<file path="src/rtl/operand_stream_ctrl.sv">
// BRAM-to-adder operand sequencer: walks a dual-operand BRAM and streams {A,B}
// pairs (optionally as A + ~B + 1) with valid/last tags and run status.
module operand_stream_ctrl #(
    parameter int DATA_W = 32,
    parameter int ADDR_W = 4,
    parameter int DEPTH  = 16,
    parameter int RD_LAT = 1
) (
    input  logic                clk,
    input  logic                rst_n,
    input  logic                start_stop,
    input  logic                add_sub,
    input  logic                one_shot,
    input  logic [2*DATA_W-1:0] douta,
    output logic                ena,
    output logic [ADDR_W-1:0]   addra,
    output logic [DATA_W-1:0]   op_a,
    output logic [DATA_W-1:0]   op_b,
    output logic                cin,
    output logic                op_valid,
    output logic                op_last,
    output logic                busy,
    output logic                done
);

    typedef enum logic [1:0] {
        S_IDLE,
        S_RUN,
        S_DRAIN,
        S_DONE
    } state_t;

    localparam logic [ADDR_W-1:0] LAST_ADDR = ADDR_W'(DEPTH - 1);

    state_t              r_state;
    state_t              w_state_nxt;
    logic                r_ena;
    logic [ADDR_W-1:0]   r_addra;
    logic                r_busy;
    logic                r_done;
    logic                r_sub;
    logic                r_one_shot;
    logic [RD_LAT-1:0]   r_vld_sr;
    logic [RD_LAT-1:0]   r_last_sr;
    logic                r_op_valid;
    logic                r_op_last;
    logic [DATA_W-1:0]   r_op_a;
    logic [DATA_W-1:0]   r_op_b;
    logic                r_cin;

    logic [ADDR_W-1:0]   w_addra_nxt;
    logic                w_abort;
    logic                w_latch_cfg;
    logic                w_cap;

    // NOTE: every always_comb output gets a default first so no path infers a latch.
    always_comb begin
        w_state_nxt = r_state;
        w_addra_nxt = r_addra;
        w_abort     = 1'b0;
        w_latch_cfg = 1'b0;
        case (r_state)
            S_IDLE: begin
                w_addra_nxt = '0;
                if (start_stop) begin
                    w_state_nxt = S_RUN;
                    w_latch_cfg = 1'b1;
                end
            end
            S_RUN: begin
                if (!start_stop) begin
                    w_abort     = 1'b1;
                    w_state_nxt = S_IDLE;
                    w_addra_nxt = '0;
                end else if (r_addra == LAST_ADDR) begin
                    if (r_one_shot) begin
                        w_state_nxt = S_DRAIN;
                    end else begin
                        w_addra_nxt = '0;
                    end
                end else begin
                    w_addra_nxt = r_addra + ADDR_W'(1);
                end
            end
            S_DRAIN: begin
                if (!start_stop) begin
                    w_abort     = 1'b1;
                    w_state_nxt = S_IDLE;
                    w_addra_nxt = '0;
                end else if (r_op_last) begin
                    w_state_nxt = S_DONE;
                end
            end
            S_DONE: begin
                if (!start_stop) begin
                    w_state_nxt = S_IDLE;
                    w_addra_nxt = '0;
                end
            end
            default: begin
                w_state_nxt = S_IDLE;
                w_addra_nxt = '0;
            end
        endcase
    end

    // NOTE: sequential state uses non-blocking assignments so every register sees pre-edge values.
    always_ff @(posedge clk or negedge rst_n) begin
        if (!rst_n) begin
            r_state <= S_IDLE;
        end else begin
            r_state <= w_state_nxt;
        end
    end

    // Control outputs are registered from the next state so they line up with it.
    always_ff @(posedge clk or negedge rst_n) begin
        if (!rst_n) begin
            r_ena      <= 1'b0;
            r_addra    <= '0;
            r_busy     <= 1'b0;
            r_done     <= 1'b0;
            r_sub      <= 1'b0;
            r_one_shot <= 1'b0;
        end else begin
            r_ena   <= (w_state_nxt == S_RUN);
            r_addra <= w_addra_nxt;
            r_busy  <= (w_state_nxt == S_RUN) || (w_state_nxt == S_DRAIN);
            r_done  <= (w_state_nxt == S_DONE);
            if (w_latch_cfg) begin
                r_sub      <= add_sub;
                r_one_shot <= one_shot;
            end
        end
    end

    assign w_cap = r_vld_sr[RD_LAT-1] && !w_abort;

    // Tags travel RD_LAT stages to meet douta, then one more into the output register.
    always_ff @(posedge clk or negedge rst_n) begin
        if (!rst_n) begin
            r_vld_sr   <= '0;
            r_last_sr  <= '0;
            r_op_valid <= 1'b0;
            r_op_last  <= 1'b0;
        end else if (w_abort) begin
            r_vld_sr   <= '0;
            r_last_sr  <= '0;
            r_op_valid <= 1'b0;
            r_op_last  <= 1'b0;
        end else begin
            r_vld_sr[0]  <= r_ena;
            r_last_sr[0] <= r_ena && (r_addra == LAST_ADDR);
            for (int i = 1; i < RD_LAT; i++) begin
                r_vld_sr[i]  <= r_vld_sr[i-1];
                r_last_sr[i] <= r_last_sr[i-1];
            end
            r_op_valid <= r_vld_sr[RD_LAT-1];
            r_op_last  <= r_vld_sr[RD_LAT-1] && r_last_sr[RD_LAT-1];
        end
    end

    always_ff @(posedge clk or negedge rst_n) begin
        if (!rst_n) begin
            r_op_a <= '0;
            r_op_b <= '0;
            r_cin  <= 1'b0;
        end else if (w_cap) begin
            r_op_a <= douta[2*DATA_W-1:DATA_W];
            r_op_b <= r_sub ? ~douta[DATA_W-1:0] : douta[DATA_W-1:0];
            r_cin  <= r_sub;
        end
    end

    assign ena      = r_ena;
    assign addra    = r_addra;
    assign op_a     = r_op_a;
    assign op_b     = r_op_b;
    assign cin      = r_cin;
    assign op_valid = r_op_valid;
    assign op_last  = r_op_last;
    assign busy     = r_busy;
    assign done     = r_done;

endmodule
</file>
<file path="config.mk">
export PLATFORM = sky130hd
export DESIGN_NAME = operand_stream_ctrl
export DESIGN_NICKNAME = d
export VERILOG_FILES = /design/src/rtl/operand_stream_ctrl.sv
export SDC_FILE = /design/constraint.sdc
export NUM_CORES = 1
export LEC_CHECK = 0
export BUFFER_PORTS_ARGS = -buffer_cell sky130_fd_sc_hd__buf_2
export CORE_UTILIZATION = 40
export CTS_CLUSTER_DIAMETER = 30
export DETAILED_ROUTE_END_ITERATION = 7
export PLACE_DENSITY = 0.72
export SLEW_MARGIN = 20
export SYNTH_ARGS = -nofsm -noshare
export SYNTH_HDL_FRONTEND = slang
export SYNTH_SLANG_ARGS = --single-unit
export TNS_END_PERCENT = 50
</file>
<file path="constraint.sdc">
create_clock -name clk -period 1.6 [get_ports clk]
set_input_delay 0.16 -clock clk [delete_from_list [all_inputs] [get_ports clk]]
set_output_delay 0.16 -clock clk [all_outputs]
set_load 0.05 [all_outputs]
</file>
==> results.md <==
* Status: finished, violations left
* Failing checks: negative setup slack
* Vias per Instance at roughly 4.7
* Top cells by count, synth: 136 x nand2_1, 80 x dfrtp_1, 35 x o21ai_0
* Critical Path Fanout Max at 6
* Clk_lat worst skew at 0.34 ns
* Starting Density at a little over two fifths
* Synth Instances at roughly 350
* Clock transition at the registers of the reported paths at 0.09 ns
* WP data required at ~1.9 ns
* Setup TNS Final at -0.0126 ns
* Htree depth at 3
* Port Buffers at about 140
* GR Overflow Total at 0
* Leakage at approximately 0.0025 uW
* Sequential cell area at roughly 2000 um^2
* Yosys cell types at 30
* Gr usage total at a little under a fifth
* Final Power at 11400 uW
* Nets at 594
* Row cnt at 33
* Flop2flop setup slack at -0.01 ns
* Top Ports at 143
* Final setup fails at 1
* RSZ-0062 raised after global routing: yes
* Number of enable flip-flop cells after synthesis at 0
* Clock sink total at 80
* Initial DRC Count at 64
* DRC at 0
* Power density cells at 2400 nW/um^2
* Wire length per cell at ~13 um
* Post-synth top area cell: dfrtp_1
* Vias in the first global route at roughly 2800
* Ys async rst share at 100%
* CP Capture Type: flop
* Die Ht at 95 um
* Root Buffer: clkbuf_8
* Worst Max-Slew Pin Slew at 0.411 ns
* Antenna Cells at 0
* Setup crit start kind: flop
* Synth top area cells: dfrtp_1 58%, nand2_1 15%, xnor2_1 8.1%
* Dpl hpwl at 5500 um
* Global-route wire length before repair at about 13000 um
* Tcrit/Tclk final at 101%
* Max-slew violations at 0
* Fin crit period at roughly 1.6 ns
* Routability cong. at 0.811
* Min-Delay Path Class: in -> reg
* Antenna Violating Nets Remaining at 0
* Worst setup margin at -0.0126 ns
* Die area at 9030 um^2
* CTS buffer count at 9
* Syn_area_per_cell at 9.80 um^2
* # fillers at 729
* Synthesized area at approximately 3500 um^2
* Clock Path Buffers at 2
* FF+latch count, synth at 80
* Core Area at between 8000 and 9000 um^2
* Clock skew at approximately 0.012 ns
* Post-synthesis sequential area ratio at between 50% and 60%
* Area growth, synth to finish at 37.4%
* Hold Vio Cnt, Final at 0
* Largest net degree at the start of global routing at between 50 and 60
* VDD IR max at ~1.3 mV
* Initial antenna violation count at 1
* WL final at 7880 um
* Area of the multi-input gates at between 1000 and 1500 um^2
* Worst rel slew slack at between 70% and 80%
* Most frequent cell after synthesis: nand2_1
* Crit path kind: reg -> reg
* Net count after synthesis at ~430
* Pre-CTS setup slack at -0.144 ns
* Post-Layout Cell Count at 628
* Max frequency at roughly 620 MHz
* Max cap viols at 0
* Vias at a little under 3000
* First-pass DRT Iterations at 4
* Die X at roughly 95 um
* Hold_ws at between 0.015 and 0.02 ns
* Top FF cell, synth: dfrtp_1
* Placed Cells at 593
* Layout cells sized above 1 at between 30 and 40%
* CTS tree: yes
* Share of the synthesized area in the top cell type at between 50% and 60%
* WP data arrival at approximately 1.9 ns
* Warnings, synthesis at 0
-- metrics by stage --
stage / area (um^2) / util [%]
after floorplan: 3480 / -
after global placement: 4320 / 52.0
after detailed placement: 4320 / 52.0
after CTS: 4690 / 56.5
after global routing: 4750 / 57.3
final: 4750 / 57.3
-- cell usage in the layout, fill, tap and decap left out, drive strengths merged --
cell,netlist,routed
xnor2,32,32
nand2,137,137
buf,13,153
clkinvlp,0,3
nand2b,4,4
o2111ai,1,1
a2bb2oi,1,1
o22ai,1,1
clkinv,0,1
bufinv,0,1
inv,5,5
a31oi,2,2
nor3,5,5
ha,7,7
nor2,2,2
a21oi,9,9
clkbuf,4,11
dlygate4sd3,0,18
or2,1,1
nand4b,1,1
mux2,2,2
nand4,3,3
o21ai,35,35
dfrtp,80,80
nand3,1,1
and2,1,1
and3,5,5
nor2b,1,1
-- kinds of logic after synthesis --
family,after synthesis,synth area share [%]
multiplexers,2,0.651
buffers and inverters,22,4.09
flip-flops,80,57.9
AO/OA/AOI/OAI,49,7.41
XOR/XNOR,32,8.10
AND/OR/NAND/NOR,161,19.3
adder cells (fa/ha/maj),7,2.53
-- power by group --
group / leakage (uW) / internal (uW) / switching [uW] / total (uW)
combinational: 0.00140 / 1700 / 4820 / 6520
clock: 0.0000856 / 720 / 720 / 1440
sequential: 0.000991 / 2940 / 494 / 3430
-- worst max-delay path: stages, from the launching register on --
cell and delay (ns):
dfrtp_2 0.46, ha_2 0.25, o21ai_0 0.25, a21oi_2 0.10, nand2b_1 0.15, ha_1 0.27, inv_1 0.03
-- cell type report --
type | instances | area share (%)
Tap cell | 105 | 2.76
Inverter | 5 | 0.448
Timing Repair Buffer | 171 | 21.3
Clock inverter | 5 | 1.21
Multi-Input combinational cell | 251 | 29.2
Sequential cell | 80 | 42.3
Clock buffer | 11 | 2.76
-- per-layer routing --
layer  GRT usage (%)  wire length [um]
met1            21.9              3490
met2            30.8              3740
met3            7.00               535
met4            4.92                94
met5               0                13
-- flip-flops by register name, summed over array words and instances (netlist names), 2 cells and up --
register  count
r_state       2
addra         4
op_a         32
op_b         32
-- final timing paths --
| kind | start | cells past startpoint | endpoint |
|---|---|---|---|
| min in group asynchronous | rst_n | 2 | done$_DFF_PN0_ |
| max reg2reg | r_state[0]$_DFF_PN0_ | 6 | busy$_DFF_PN0_ |
| min | douta[45] | 3 | op_a[13]$_DFFE_PN0P_ |
| min reg2reg | op_a[2]$_DFFE_PN0P_ | 2 | op_a[2]$_DFFE_PN0P_ |
| max | r_state[0]$_DFF_PN0_ | 6 | busy$_DFF_PN0_ |
| max in group asynchronous | rst_n | 3 | op_a[28]$_DFFE_PN0P_ |
-- what timing repair did --
item | CTS | global route
hold buffers | 18 | 0
hold endpoints to repair | 46 | 0
buffers inserted | 0 | 1
endpoints found under the setup margin | 36 | 68
resized for setup | 4 | 12
Note: power is estimated with default switching activity, not from simulation.
